--- config.mk ---
export PLATFORM = sky130hd
export DESIGN_NAME = heartaware_ui_ctrl
export DESIGN_NICKNAME = d
export VERILOG_FILES = /design/src/rtl/heartaware_ui_pkg.sv /design/src/rtl/debounce_pulse.sv /design/src/rtl/heartaware_ui_ctrl.sv
export SDC_FILE = /design/constraint.sdc
export NUM_CORES = 1
export LEC_CHECK = 0
export ABC_CLOCK_PERIOD_IN_PS = 4700
export CAP_MARGIN = 10
export CORE_MARGIN = 2
export CORE_UTILIZATION = 25
export CTS_BUF_LIST = sky130_fd_sc_hd__clkbuf_4
export CTS_CLUSTER_DIAMETER = 200
export DETAILED_ROUTE_END_ITERATION = 12
export MAX_ROUTING_LAYER = met4
export PLACE_DENSITY = 0.39
export REMOVE_ABC_BUFFERS = 1
export SLEW_MARGIN = 15
export SYNTH_ARGS = -nofsm -noshare
export SYNTH_HDL_FRONTEND = slang
export SYNTH_SLANG_ARGS = --single-unit
--- constraint.sdc ---
create_clock -name clock_25mhz -period 4.7 [get_ports clock_25mhz]
set_input_delay 1.41 -clock clock_25mhz [delete_from_list [all_inputs] [get_ports clock_25mhz]]
set_output_delay 1.41 -clock clock_25mhz [all_outputs]
set_load 0.05 [all_outputs]
--- src/rtl/heartaware_ui_pkg.sv ---
// Shared encodings and 25 MHz timing defaults for the HeartAware UI controller.
// Latency: none (constants only).
// Backpressure: not applicable.
package heartaware_ui_pkg;

    typedef enum logic [1:0] {
        IDLE    = 2'd0,
        MENU    = 2'd1,
        MEASURE = 2'd2,
        DISPLAY = 2'd3
    } ui_state_t;

    localparam int BTN_NEXT   = 0;
    localparam int BTN_SELECT = 1;
    localparam int BTN_BACK   = 2;
    localparam int N_BTN      = 3;

    localparam int CLK_HZ              = 25_000_000;
    localparam int DEF_DEBOUNCE_CYCLES = CLK_HZ / 100;
    localparam int DEF_TICK_DIV        = CLK_HZ;
    localparam int DEF_TIMEOUT_S       = 30;

endpackage

--- src/rtl/debounce_pulse.sv ---
// Two-flop synchronizer plus counter debounce for one asynchronous input, with rise pulse.
// Latency: clean and rise update 2 + DEBOUNCE_CYCLES cycles after a stable raw change.
// Backpressure: none, samples every cycle.
module debounce_pulse #(
    parameter int DEBOUNCE_CYCLES = 250000
) (
    input  logic clk,
    input  logic rst,
    input  logic raw,
    output logic clean,
    output logic rise
);

    localparam int CW = $clog2(DEBOUNCE_CYCLES + 1);
    localparam logic [CW-1:0] LAST = CW'(DEBOUNCE_CYCLES - 1);

    logic          meta;
    logic          sync;
    logic [CW-1:0] cnt;

    always_ff @(posedge clk) begin
        if (rst) begin
            meta  <= 1'b0;
            sync  <= 1'b0;
            cnt   <= '0;
            clean <= 1'b0;
            rise  <= 1'b0;
        end else begin
            meta <= raw;
            sync <= meta;
            rise <= 1'b0;
            // Any cycle agreeing with the accepted level restarts the stability window.
            if (sync == clean) begin
                cnt <= '0;
            end else if (cnt == LAST) begin
                cnt   <= '0;
                clean <= sync;
                rise  <= sync;
            end else begin
                cnt <= cnt + CW'(1);
            end
        end
    end

endmodule

--- src/rtl/heartaware_ui_ctrl.sv ---
// HeartAware UI: debounced inputs, 1 Hz tick, mode/measurement FSM with idle timeout (HEARTAWARE_UI_AUTOREPEAT_EN adds next auto-repeat).
// Latency: raw button edge to state change 2 + DEBOUNCE_CYCLES + 1 cycles; measure_start/abort registered with the transition.
// Backpressure: none, all inputs are sampled every cycle and outputs are pulses or levels.
module heartaware_ui_ctrl
    import heartaware_ui_pkg::*;
#(
    parameter int N_SW            = 16,
    parameter int N_MODES         = 4,
    parameter int DEBOUNCE_CYCLES = DEF_DEBOUNCE_CYCLES,
    parameter int TICK_DIV        = DEF_TICK_DIV,
    parameter int TIMEOUT_S       = DEF_TIMEOUT_S
) (
    input  logic                       clock_25mhz,
    input  logic                       system_reset,
    input  logic [N_SW-1:0]            sw_raw,
    input  logic                       btn_next_raw,
    input  logic                       btn_select_raw,
    input  logic                       btn_back_raw,
    input  logic                       measure_done,
    output logic [N_SW-1:0]            sw_clean,
    output logic [1:0]                 ui_state,
    output logic [$clog2(N_MODES)-1:0] mode_sel,
    output logic                       measure_start,
    output logic                       measure_abort,
    output logic                       tick_1hz
);

    localparam int MW = $clog2(N_MODES);
    localparam int PW = $clog2(TICK_DIV);
    localparam int SW = $clog2(TIMEOUT_S + 1);

    logic [N_SW-1:0]  sw_rise_unused;
    logic [N_BTN-1:0] btn_raw;
    logic [N_BTN-1:0] btn_level;
    logic [N_BTN-1:0] btn_rise;

    assign btn_raw[BTN_NEXT]   = btn_next_raw;
    assign btn_raw[BTN_SELECT] = btn_select_raw;
    assign btn_raw[BTN_BACK]   = btn_back_raw;

    for (genvar gs = 0; gs < N_SW; gs++) begin : g_sw
        debounce_pulse #(.DEBOUNCE_CYCLES(DEBOUNCE_CYCLES)) u_db (
            .clk   (clock_25mhz),
            .rst   (system_reset),
            .raw   (sw_raw[gs]),
            .clean (sw_clean[gs]),
            .rise  (sw_rise_unused[gs])
        );
    end

    for (genvar gb = 0; gb < N_BTN; gb++) begin : g_btn
        debounce_pulse #(.DEBOUNCE_CYCLES(DEBOUNCE_CYCLES)) u_db (
            .clk   (clock_25mhz),
            .rst   (system_reset),
            .raw   (btn_raw[gb]),
            .clean (btn_level[gb]),
            .rise  (btn_rise[gb])
        );
    end

    logic unused_btn_level;
    assign unused_btn_level = &{1'b0, btn_level};

    logic [PW-1:0] pre_cnt;

    always_ff @(posedge clock_25mhz) begin
        if (system_reset) begin
            pre_cnt  <= '0;
            tick_1hz <= 1'b0;
        end else if (pre_cnt == PW'(TICK_DIV - 1)) begin
            pre_cnt  <= '0;
            tick_1hz <= 1'b1;
        end else begin
            pre_cnt  <= pre_cnt + PW'(1);
            tick_1hz <= 1'b0;
        end
    end

    logic next_pulse;

`ifdef HEARTAWARE_UI_AUTOREPEAT_EN
    localparam int REP_FIRST = TICK_DIV / 2;
    localparam int REP_NEXT  = (TICK_DIV / 8 > 0) ? TICK_DIV / 8 : 1;

    logic [PW-1:0] rep_cnt;
    logic          rep_phase;
    logic          rep_fire;

    // rep_cnt counts cycles since the last next pulse while the button stays held.
    assign rep_fire = btn_level[BTN_NEXT] && !btn_rise[BTN_NEXT] &&
                      (rep_cnt == (rep_phase ? PW'(REP_NEXT) : PW'(REP_FIRST)));

    always_ff @(posedge clock_25mhz) begin
        if (system_reset || !btn_level[BTN_NEXT]) begin
            rep_cnt   <= '0;
            rep_phase <= 1'b0;
        end else if (btn_rise[BTN_NEXT] || rep_fire) begin
            rep_cnt   <= PW'(1);
            rep_phase <= rep_fire;
        end else begin
            rep_cnt <= rep_cnt + PW'(1);
        end
    end

    assign next_pulse = btn_rise[BTN_NEXT] | rep_fire;
`else
    assign next_pulse = btn_rise[BTN_NEXT];
`endif

    ui_state_t     st, st_nxt;
    logic [MW-1:0] mode_nxt;
    logic [SW-1:0] secs, secs_nxt;
    logic          start_nxt, abort_nxt;
    logic          p_back, p_select, p_next, any_press, timeout;

    assign p_back    = btn_rise[BTN_BACK];
    assign p_select  = btn_rise[BTN_SELECT] && !p_back;
    assign p_next    = next_pulse && !btn_rise[BTN_SELECT] && !p_back;
    assign any_press = btn_rise[BTN_BACK] | btn_rise[BTN_SELECT] | next_pulse;
    assign timeout   = tick_1hz && (secs == SW'(TIMEOUT_S - 1)) && !any_press;

    always_comb begin
        st_nxt    = st;
        mode_nxt  = mode_sel;
        start_nxt = 1'b0;
        abort_nxt = 1'b0;
        case (st)
            IDLE: begin
                if (p_select) st_nxt = MENU;
            end
            MENU: begin
                if (p_back) begin
                    st_nxt = IDLE;
                end else if (p_select) begin
                    st_nxt    = MEASURE;
                    start_nxt = 1'b1;
                end else if (p_next) begin
                    mode_nxt = (mode_sel == MW'(N_MODES - 1)) ? '0 : mode_sel + MW'(1);
                end else if (timeout) begin
                    st_nxt = IDLE;
                end
            end
            MEASURE: begin
                if (p_back) begin
                    st_nxt    = MENU;
                    abort_nxt = 1'b1;
                end else if (measure_done) begin
                    st_nxt = DISPLAY;
                end
            end
            DISPLAY: begin
                if (p_back || p_select) st_nxt = MENU;
                else if (timeout)       st_nxt = IDLE;
            end
            default: st_nxt = IDLE;
        endcase

        // Seconds restart on every state entry, so IDLE and MEASURE always hold zero.
        if (st_nxt != st || any_press)
            secs_nxt = '0;
        else if (tick_1hz && (st == MENU || st == DISPLAY))
            secs_nxt = secs + SW'(1);
        else
            secs_nxt = secs;
    end

    always_ff @(posedge clock_25mhz) begin
        if (system_reset) begin
            st            <= IDLE;
            mode_sel      <= '0;
            secs          <= '0;
            measure_start <= 1'b0;
            measure_abort <= 1'b0;
        end else begin
            st            <= st_nxt;
            mode_sel      <= mode_nxt;
            secs          <= secs_nxt;
            measure_start <= start_nxt;
            measure_abort <= abort_nxt;
        end
    end

    assign ui_state = st;

endmodule

# After elaboration in Yosys (flattened, before gate mapping)

Cells that the tools add are included.

Add/subtract/negate cells: 22
Eq/ne operators: 45
Mux-type cells: 13
Bitwise gates (word level): 28
Reductions and logical operators: 59

Operator list:

| kind                                                             | number |
|---|---|
| 18-bit by 1-bit adder with 18-bit output (second input constant) | 19 |
| 18-bit == test (second input constant)                           | 19 |
| 3-bit OR reduction                                               | 23 |
| 2-bit AND reduction                                              | 19 |
| 1-bit NOT                                                        | 26 |
| 25-bit by 1-bit adder with 25-bit output (second input constant) | 1 |
| 25-bit == test (second input constant)                           | 1 |
| 1-bit == test                                                    | 19 |
| 2-bit 2-to-1 mux                                                 | 9 |
| 2-bit case mux with 4 select lines                               | 1 |
| 2-bit == test (second input constant)                            | 3 |
| 1-bit logical AND                                                | 6 |
| 2-bit OR reduction                                               | 3 |
| 5-bit by 1-bit adder with 5-bit output (second input constant)   | 1 |
| 5-bit == test (second input constant)                            | 1 |
| 4-bit AND reduction                                              | 1 |
| 1-bit logical NOT                                                | 3 |
| 1-bit logical OR                                                 | 3 |
| 1-bit 2-to-1 mux                                                 | 3 |
| 2-bit by 1-bit adder with 2-bit output (second input constant)   | 1 |
| 2-bit by 1-bit == test with 1-bit output (second input constant) | 1 |
| 2-bit logical NOT                                                | 1 |
| 2-bit != test                                                    | 1 |
| 1-bit bitwise OR                                                 | 2 |

Register bits: 439
Bits of input ports: 22

# Longest topological paths before layout

Gate-level depths: netlist of the first run.

Word-level depth: 12
Mapped depth: 7
Depth with buffers taken out: 6

# Cells and area by module

A second synthesis of the first run with hierarchy kept.

Cell total of the unflattened synthesis: 2207
Area total of the unflattened synthesis: 20049.2 um^2

Modules (own cells, without submodules):

| module             | instances | cells an instance | area each (um^2) | seq. area each (um^2) |
|---|---|---|---|---|
| debounce_pulse     | 19        | 106               | 965.9            | 440.4 |
| heartaware_ui_ctrl | 1         | 193               | 1696.6           | 740.7 |

# Worst setup path after synthesis of the first run

OpenSTA, ideal clock, no wires.

Kind: input to register
Start: input system_reset
End: register g_btn[2].u_db.cnt[10]
Arrival time: 2.635 ns
Data required time: 4.572 ns
Setup slack: 1.938 ns
Cell stages on the path: 6
Cell sequence: clkbuf_1 -> clkbuf_1 -> nor2_1 -> o21ai_1 -> clkbuf_1 -> nor2_1

Word-level cells in the longest chain between the ends: 1

Ends and longest elaborated chain:

| element                      | line                     | RTL |
|---|---|---|
| from (decl)                  | heartaware_ui_ctrl.sv:14 | `input logic system_reset,` |
| 3-bit OR reduction (no line) | --                       |  |
| to (signal assigned)         | debounce_pulse.sv:40     | `cnt <= cnt + CW'(1);` |
| to (decl)                    | debounce_pulse.sv:19     | `logic [CW-1:0] cnt;` |

No other way between the ends.
A chain may end at the register's enable or synchronous reset.

# Worst setup path after layout of the first run

Start: register st[0] (netlist: ui_state[0])
End: output ui_state[0]

RTL lines:

| element                | line                      | RTL |
|---|---|---|
| from (decl)            | heartaware_ui_ctrl.sv:110 | `ui_state_t st, st_nxt;` |
| from (signal assigned) | heartaware_ui_ctrl.sv:175 | `st <= st_nxt;` |
| to (decl)              | heartaware_ui_ctrl.sv:21  | `output logic [1:0] ui_state,` |

No word-level cell between the ends.

==> results.md, run 1 <==
- The total count of max-transition violations in the final report is 0.
- By count the netlist is led by dfxtp_1, nor2_1, xnor2_1.
- The cell area after synthesis is 19100 um2.
- Traced cell by cell, the critical path runs through clkdlybuf4s50_1.
- After technology mapping, the gate count stands at 2180.
- The reg-to-reg startpoint is g_sw[15].u_db.cnt[11].
- The total of endpoints with negative setup slack in the final report is 0.
- The final-layout setup total negative slack is 0 ns.
- STA classifies the critical path startpoint as a flip-flop.
- For this run, the number of Yosys warnings is 0.
- The clock latency of the later-clocked register in the worst-skew pair is 0.91 ns.
- For this run, design rule violations remaining after detail routing come to 0.
- STA puts the critical path data arrival time at 2.41 ns.
- Synthesis inferred 439 register bits.
- The worst-path cell with the longest stage delay is clkdlybuf4s50_1.
- The share of total power dissipated in combinational logic is 1.4%.
- The initial antenna violation count is 1.
- Post-CTS repair changed the size of 0 cells.
- The CTS root buffer is clkbuf_4.
- Entering global routing, the biggest net connects 42 pins.
- In this run, post-CTS hold repair placed 0 buffers.
- The worst reg2reg path endpoint is g_sw[15].u_db.cnt[5].
- The detailed-route via count is 15500.
- Across the run, the number of max-cap violations was 0.
- The terminating pin of the worst hold path is g_sw[12].u_db.sync.
- The kind of capture point of the worst setup path is an output port.
- The synthesized design spends more area on one cell type than any other, namely dfxtp_1.
- The run finished with clean final reports.
- The placer's final routability congestion estimate is 0.768.
- For the pin with the worst max-slew slack, the measured transition is around 0.84 ns.
- The number of top-level pins is 45.
- The mean instance size in the synthesized netlist is about 8.8 um2.
- The path category of the worst min-delay check is flip-flop to flip-flop.
- The count of TritonRoute iterations in the first routing pass is 5.
- For the worst flop-to-flop path, the logic depth is 4.
- The total die area is roughly 79000 um2.
- The count of different cell masters after synthesis is 51.
- After layout, the minimum clock period comes to around 3.8 ns.
- The most used standard cell by instance count after synthesis is dfxtp_1.
- Summing the sequential cell areas from Yosys gives 46.0% of the chip area.
- Fill cells in the final layout number 8057.
- The residual overflow from global routing is 0.
- The final wirelength is 41300 um.
- For this design the ratio of total power to cell area is roughly 340 nW/um2.
- For this run, the post-layout net count is ~2300.
- The maximum clock skew at final layout is 0.0368 ns.
- Counting both buffers and inverters, the worst setup path holds a total of 1.
- Port buffering added 44 buffers.
- For this run, the slowest stage of the critical path takes 0.90 ns.
- The critical path is of the flip-flop to output port type.
- The violation count after the first detailed-route iteration is between 600 and 700.
- The maximum vdd drop is 0.190 mV.
- The most used flip-flop cell after synthesis is dfxtp_1.
- Of all nets on the critical path, the largest fanout is 15.
- Ranked by total cell area, the synthesized netlist is headed by dfxtp_1, xnor2_1, nor2_1, xor2_1, nand3_1.
- The number of global-route vias before repair is 15100.
- The number of clock buffers added by TritonCTS is 135.
- Based on the critical path, the design can be clocked at up to 262 MHz.
- The analysis attributes to net switching a power of 1.76 mW.
- The clock drives 439 sinks.
- After synthesis, the share of flip-flops with an asynchronous set or reset is 0%.
- In this run the static leakage power is 6.66 nW.
- In this run the remaining antenna-violating nets after routing total 0.
- For this run, the total global-route usage over all layers was measured as roughly 11%.
- The maximum clock insertion buffer count is 3.
- The final hold violation count was 0.
- Setup repair after global routing left no endpoint under its margin.
- Using the TritonRoute via totals, the vias-per-cell ratio works out to 4.59.
- The internal power component is 5.79 mW.
- The die is between 200 and 300 um tall.
- The site row count is 101.
- The worst hold path begins at g_sw[12].u_db.meta.
- The data required time at the worst endpoint is 3.29 ns.
- Dividing the detail-routed wire length by the instance count gives about 12 um.
- CTS built an H-tree with a depth of 4.
- The clock tree from TritonCTS is yes.
- The final non-filler cell area is 22200 um2.
- The first-pass GRT wire length is slightly above 70000 um.
- The total half-perimeter wirelength after legalization and detailed placement is 26800 um.
- The starting density of the core is 25.2%.
- Yosys mapped a number of flops with a built-in enable equal to 0.
- The proportion of layout cells with a drive suffix above 1 is 10.8%.
- The family with the most delay on the worst path is buffers and inverters.
- Net switching is 23.3% of the power.
- The post-CTS setup buffer count is 0.
- The share of total power dissipated in sequential elements is 49.8%.
- The area growth from synthesis to final layout is 15.9%.
- The power share of the clock group is 48.8%.
- The die boundary width is 281 um.
- Along the worst hold path, the cell count comes to 1.
- The normalized max-slew margin is 43.7%.
- Once placement finished, the instance area stood at 20500 um2.
- In the finished design, the share of the clock period the worst path needs comes to between 80 and 90%.
- The core region is ~76000 um2.
- In this run the biggest area consumer among cell types represents 46.0% of the synthesized area.
- The reg2reg setup slack is between 2 and 2.5 ns.
- After clock tree synthesis, the clock-pin slew on the worst setup and hold paths is ~0.070 ns.
-- metrics by stage --
step / cells / util (%) / power, mW / hold slack [ns] / setup slack (ns)
floorplan: 2112 / - / 3.89 / 0.413 / 2.46
global placement: 3145 / 27.0 / 3.94 / 0.422 / 1.65
detailed placement: 3145 / 27.0 / 3.95 / 0.420 / 1.61
CTS: 3369 / 29.2 / 7.79 / 0.413 / 0.721
global route: 3370 / 29.2 / 8.01 / 0.418 / 0.641
finish: 3370 / 29.2 / 7.54 / 0.416 / 0.881
-- power groups by stage --
stage	sequential [mW]	combinational, mW	clock (mW)
2_1_floorplan	3.84	0.0490	0
3_3_place_gp	3.84	0.105	0
3_5_place_dp	3.84	0.106	0
4_1_cts	3.76	0.106	3.93
5_1_grt	3.76	0.116	4.13
6_report	3.76	0.102	3.68
-- cells in the final DEF (no fill, tap or decap), types with 11 or more instances in the layout --
cell type	instances
xor2_1	109
nand3_1	149
clkdlybuf4s50_1	43
o21ai_0	45
ha_1	23
nor3_1	58
nor4b_1	17
buf_4	12
nor2_1	329
nand2_1	104
and4_1	29
and3_1	40
nand4_1	91
o31ai_1	47
or4_1	64
nor2b_1	42
xnor2_1	155
clkbuf_4	197
inv_1	74
a21oi_1	106
o21ai_2	11
nand2b_1	16
clkinv_1	20
nor4_1	44
or3_1	51
dfxtp_1	439
-- registers in the layout (all words and copies together), names as in the netlist --
register          flops
g_btn.u_db.rise       3
secs                  5
g_btn.u_db.cnt       54
g_btn.u_db.meta       3
measure_start         1
tick_1hz              1
g_btn.u_db.sync       3
mode_sel              2
measure_abort         1
g_sw.u_db.meta       16
pre_cnt              25
g_sw.u_db.sync       16
g_sw.u_db.clean      16
g_btn.u_db.clean      3
ui_state              2
g_sw.u_db.cnt       288
-- layer usage --
metal | wire [um] | GRT usage, % | vias up
met2 | 18700 | 16.9 | 213
li1 | - | - | 8018
met4 | 1110 | 5.39 | 0
met3 | 2010 | 3.64 | 87
met1 | 19500 | 12.9 | 7144
met5 | 0 | - | -
-- worst max-delay path by stage --
stage | start | endpoint | slack, ns | cells past startpoint
floorplan | measure_done | secs[1] | 2.46 | 4
global placement | system_reset | g_sw[5].u_db.cnt[7] | 1.65 | 4
detailed placement | system_reset | g_sw[2].u_db.cnt[16] | 1.61 | 4
CTS | ui_state[0] | ui_state[0] | 0.72 | 1
global route | ui_state[0] | ui_state[0] | 0.64 | 1
finish | ui_state[0] | ui_state[0] | 0.88 | 1
-- cells by family after synthesis --
logic type	after synthesis	share of synthesized area, %
and+or+nand+nor	1072	29.6
adders and majority gates	23	1.51
AOI/OAI and AO/OA	239	7.42
muxes	1	0.0524
xor gates and xnor gates	264	12.1
DFF	439	46.0
buffers and inverters	142	3.37
-- area by class of cell --
| class | count | area (um2) | share of cell area (%) |
|---|---|---|---|
| clock inverter | 27 | 158 | 0.711 |
| timing repair buffer | 55 | 520 | 2.35 |
| inverter | 74 | 278 | 1.25 |
| antenna | 1 | 2.50 | 0.0113 |
| clock buffer | 197 | 1480 | 6.67 |
| tap | 978 | 1220 | 5.52 |
| sequential | 439 | 8790 | 39.7 |
| multi-input combinational | 1599 | 9720 | 43.8 |
Power figures use the tool's default switching activity.
==> run 2: changes to the inputs <==
--- a/config.mk
+++ b/config.mk
@@ -5,7 +5,7 @@
 export SDC_FILE = /design/constraint.sdc
 export NUM_CORES = 1
 export LEC_CHECK = 0
-export ABC_CLOCK_PERIOD_IN_PS = 4700
+export ABC_CLOCK_PERIOD_IN_PS = 3620
 export CAP_MARGIN = 10
 export CORE_MARGIN = 2
 export CORE_UTILIZATION = 25
==> constraint.sdc (replaced) <==
create_clock -name clock_25mhz -period 3.62 [get_ports clock_25mhz]
set_input_delay 1.086 -clock clock_25mhz [delete_from_list [all_inputs] [get_ports clock_25mhz]]
set_output_delay 1.086 -clock clock_25mhz [all_outputs]
set_load 0.05 [all_outputs]
==> run 2 against run 1 <==
Critical endpoint is now tick_1hz. Sequential share of layout area increased by 0.061 points. Combinational power increased by 32%. Register-to-register slack got worse by 1.1 ns. Global-route usage decreased by 0.10 points. Wire length decreased by 1.8%.
==> results.md, run 2 (synthesis results as in run 1) <==
- The data required time at the worst endpoint came to 2.53 ns (was 3.29 ns).
- The number of buffer and inverter instances along the worst setup path was 1 (unchanged).
- The path category of the worst min-delay check was flip-flop to flip-flop (unchanged).
- The number of flip-flops in the largest register is 288 (unchanged).
- The total half-perimeter wirelength after legalization and detailed placement came to 26400 um (was 26800 um).
- The global-route usage over all layers is 10.9% (was 11.0%).
- The placeable core region is 75800 um2 (unchanged).
- The minimum period implied by the final worst setup slack is ~3.4 ns.
- The ratio of final minimum period to clock period is between 90 and 100%.
- The normalized max-slew margin is 44.5% (was 43.7%).
- The worst-path cell with the longest stage delay was clkdlybuf4s50_1 (unchanged).
- The layout net count came to 2354 (was 2349).
- The most common cell after layout, fill and taps aside is dfxtp_1 (unchanged).
- The total die area is 78700 um2 (unchanged).
- The fraction of power spent switching nets was 23.1% (was 23.3%).
- The total leakage power came to 6.65 nW (was 6.66 nW).
- The register ranked first by flip-flop count is g_sw.u_db.cnt (unchanged).
- The layout filler cell count was 8061 (was 8057).
- The final hold violation count was 0 (unchanged).
- The clock latency of the later-clocked register in the worst-skew pair is 0.90 ns (was 0.91 ns).
- The die boundary width is 281 um (unchanged).
- Crit-path cells: clkdlybuf4s50_1 (unchanged).
- Outcome: finished, final reports clean (unchanged).
- The die extent in y is 281 um (unchanged).
- The total of endpoints with negative setup slack in the final report was 0 (unchanged).
- The final antenna-violating net count is 0 (unchanged).
- The number of top-level pins is 45 (unchanged).
- The count of cells resized by post-cts repair is 1 (was 0).
- The area growth from synthesis to final layout is 15.8% (was 15.9%).
- The first-pass GRT wire length is 70100 um (was 71000 um).
- The hold buffer count at CTS is 0 (unchanged).
- The placed instance area came to 20500 um2 (about the same).
- The setup slack after placement was 0.842 ns (was 1.61 ns).
- The clock sink count is 439 (unchanged).
- The final worst setup slack came to 0.254 ns (was 0.881 ns).
- The remaining design rule violation count is 0 (unchanged).
- Top library cells by usage in the layout, fill and taps aside: dfxtp_1, nor2_1, clkbuf_4 (unchanged).
- The largest stage delay on the critical path is 0.88 ns (was 0.90 ns).
- The power per unit of standard cell area is 438 nW/um2 (was 340 nW/um2).
- The family with the most delay on the worst path is buffers and inverters (unchanged).
- The kind of capture point of the worst setup path is an output port (unchanged).
- The maximum level of the CTS H-tree is 4 (unchanged).
- The maximum vdd drop is 0.197 mV (was 0.190 mV).
- The site row count was 101 (unchanged).
- The count of input and output buffers is 44 (unchanged).
- The final-layout setup total negative slack is 0 ns (unchanged).
- The measured slew at the worst slew-check pin is 0.825 ns (was 0.837 ns).
- The largest net degree at the start of global routing was 45 (was 42).
- The highest attainable clock frequency is 297 MHz.
- The number of global-route vias before repair is 14900 (was 15100).
- The starting density of the core is 25.2% (unchanged).
- The total count of max-transition violations in the final report is 0 (unchanged).
- The count of TritonRoute iterations in the first routing pass was 7 (was 5).
- The max capacitance violation total was 0 (unchanged).
- The internal power component is 7.44 mW (was 5.79 mW).
- The initial antenna violation count is 1 (unchanged).
- The sequential group share of total power is 50.4% (was 49.8%).
- The detailed-route via count came to 15500 (about the same).
- The type of the worst setup path is flip-flop to output port (unchanged).
- The clock tree from TritonCTS is yes (unchanged).
- Unrepaired setup endpoints after global routing: no (unchanged).
- The critical path startpoint category is a flip-flop (unchanged).
- The clock slew at the register clock pins of the worst setup and hold paths is 0.06 ns (was 0.07 ns).
- Leading registers by flop count: g_sw.u_db.cnt (288), g_btn.u_db.cnt (54), pre_cnt (25) (unchanged).
- The average via count per standard cell was 4.59 (about the same).
- The final wirelength is 40600 um (was 41300 um).
- The proportion of layout cells with a drive suffix above 1 came to 10.3% (was 10.8%).
- The data arrival at the endpoint of the critical path is 2.28 ns (was 2.41 ns).
- The overall power came to 9.69 mW (was 7.54 mW).
- The CTS buffer count was 135 (unchanged).
- The routed wire length per instance came to 12.0 um (was 12.3 um).
- The placer's final routability congestion estimate is 0.763 (was 0.768).
- The CTS root buffer is clkbuf_4 (unchanged).
- The worst-path maximum fanout was 8 (was 15).
- The maximum clock insertion buffer count is 3 (unchanged).
- The post-CTS setup buffer count is 0 (unchanged).
- The power share of the clock group was 48.2% (was 48.8%).
- The post-layout utilization of the core is 29.2% (about the same).
- The residual overflow from global routing came to 0 (unchanged).
- The net load switching power is 2.24 mW (was 1.76 mW).
- The final non-filler cell area is 22100 um2 (was 22200 um2).
- The maximum clock skew at final layout was 0.0363 ns (was 0.0368 ns).
- The violation count after the first detailed-route iteration came to 762 (was 678).
- The combinational power share came to 1.4% (about the same).
-- run 2: cell count changes in the layout (fill, tap and decap cells not counted), sizes merged --
cell           change
bufinv             +1
dlygate4sd2        +1
clkbuf            -13
clkinvlp           -1
buf                +5
inv                +2
clkinv             +3
clkdlybuf4s50      -1
-- run 2: final timing paths --
check | to | from | slack (ns) | cells after the start
worst max register to register | g_sw[0].u_db.cnt[10] | g_sw[0].u_db.cnt[0] | 1.25 | 6
worst min register to register | g_sw[4].u_db.sync | g_sw[4].u_db.meta | 0.43 | 1
worst max-delay path | tick_1hz | tick_1hz | 0.25 | 1
worst min-delay path | g_sw[4].u_db.sync | g_sw[4].u_db.meta | 0.43 | 1
-- run 2: per-layer routing --
metal  GRT usage [%]  up-vias  routed length, um
met5               -        -                  0
met4            4.99        0               1090
met3            3.68       99               2080
met2            17.1      201              18300
met1            12.6     7128              19100
li1                -     8032                  -
-- run 2: power by group through the flow --
stage | Combinational, mW | Clock (mW) | Sequential, mW
after floorplan | 0.0636 | 0 | 4.98
after global placement | 0.139 | 0 | 4.98
after detailed placement | 0.140 | 0 | 4.99
after CTS | 0.141 | 5.00 | 4.88
after global routing | 0.154 | 5.25 | 4.88
final | 0.135 | 4.67 | 4.88
-- run 2: worst reg2reg max path: cells and delay by family (launching register included) --
kind                       cells  cell delay (ns)
AOI/OAI and AO/OA              1             0.59
adders and majority gates      1             0.23
DFF                            1             0.40
and+or+nand+nor                3             0.77
buffers and inverters          1             0.29
-- run 2: per-stage QoR --
| step | hold slack (ns) | instances |
|---|---|---|
| after floorplan | 0.413 | 2112 |
| after global placement | 0.420 | 3150 |
| after detailed placement | 0.422 | 3150 |
| after CTS | 0.437 | 3366 |
| after global routing | 0.453 | 3367 |
| final | 0.432 | 3367 |
-- run 2: cell type report --
class / count / area [um2] / share of cell area, %
clock inverters: 32 / 199 / 0.899
flip-flops and latches: 439 / 8790 / 39.7
inverters: 74 / 278 / 1.26
clock buffers: 184 / 1380 / 6.24
diodes: 1 / 2.50 / 0.0113
repair buffers: 60 / 569 / 2.57
well taps: 978 / 1220 / 5.53
multi-input cells: 1599 / 9690 / 43.8
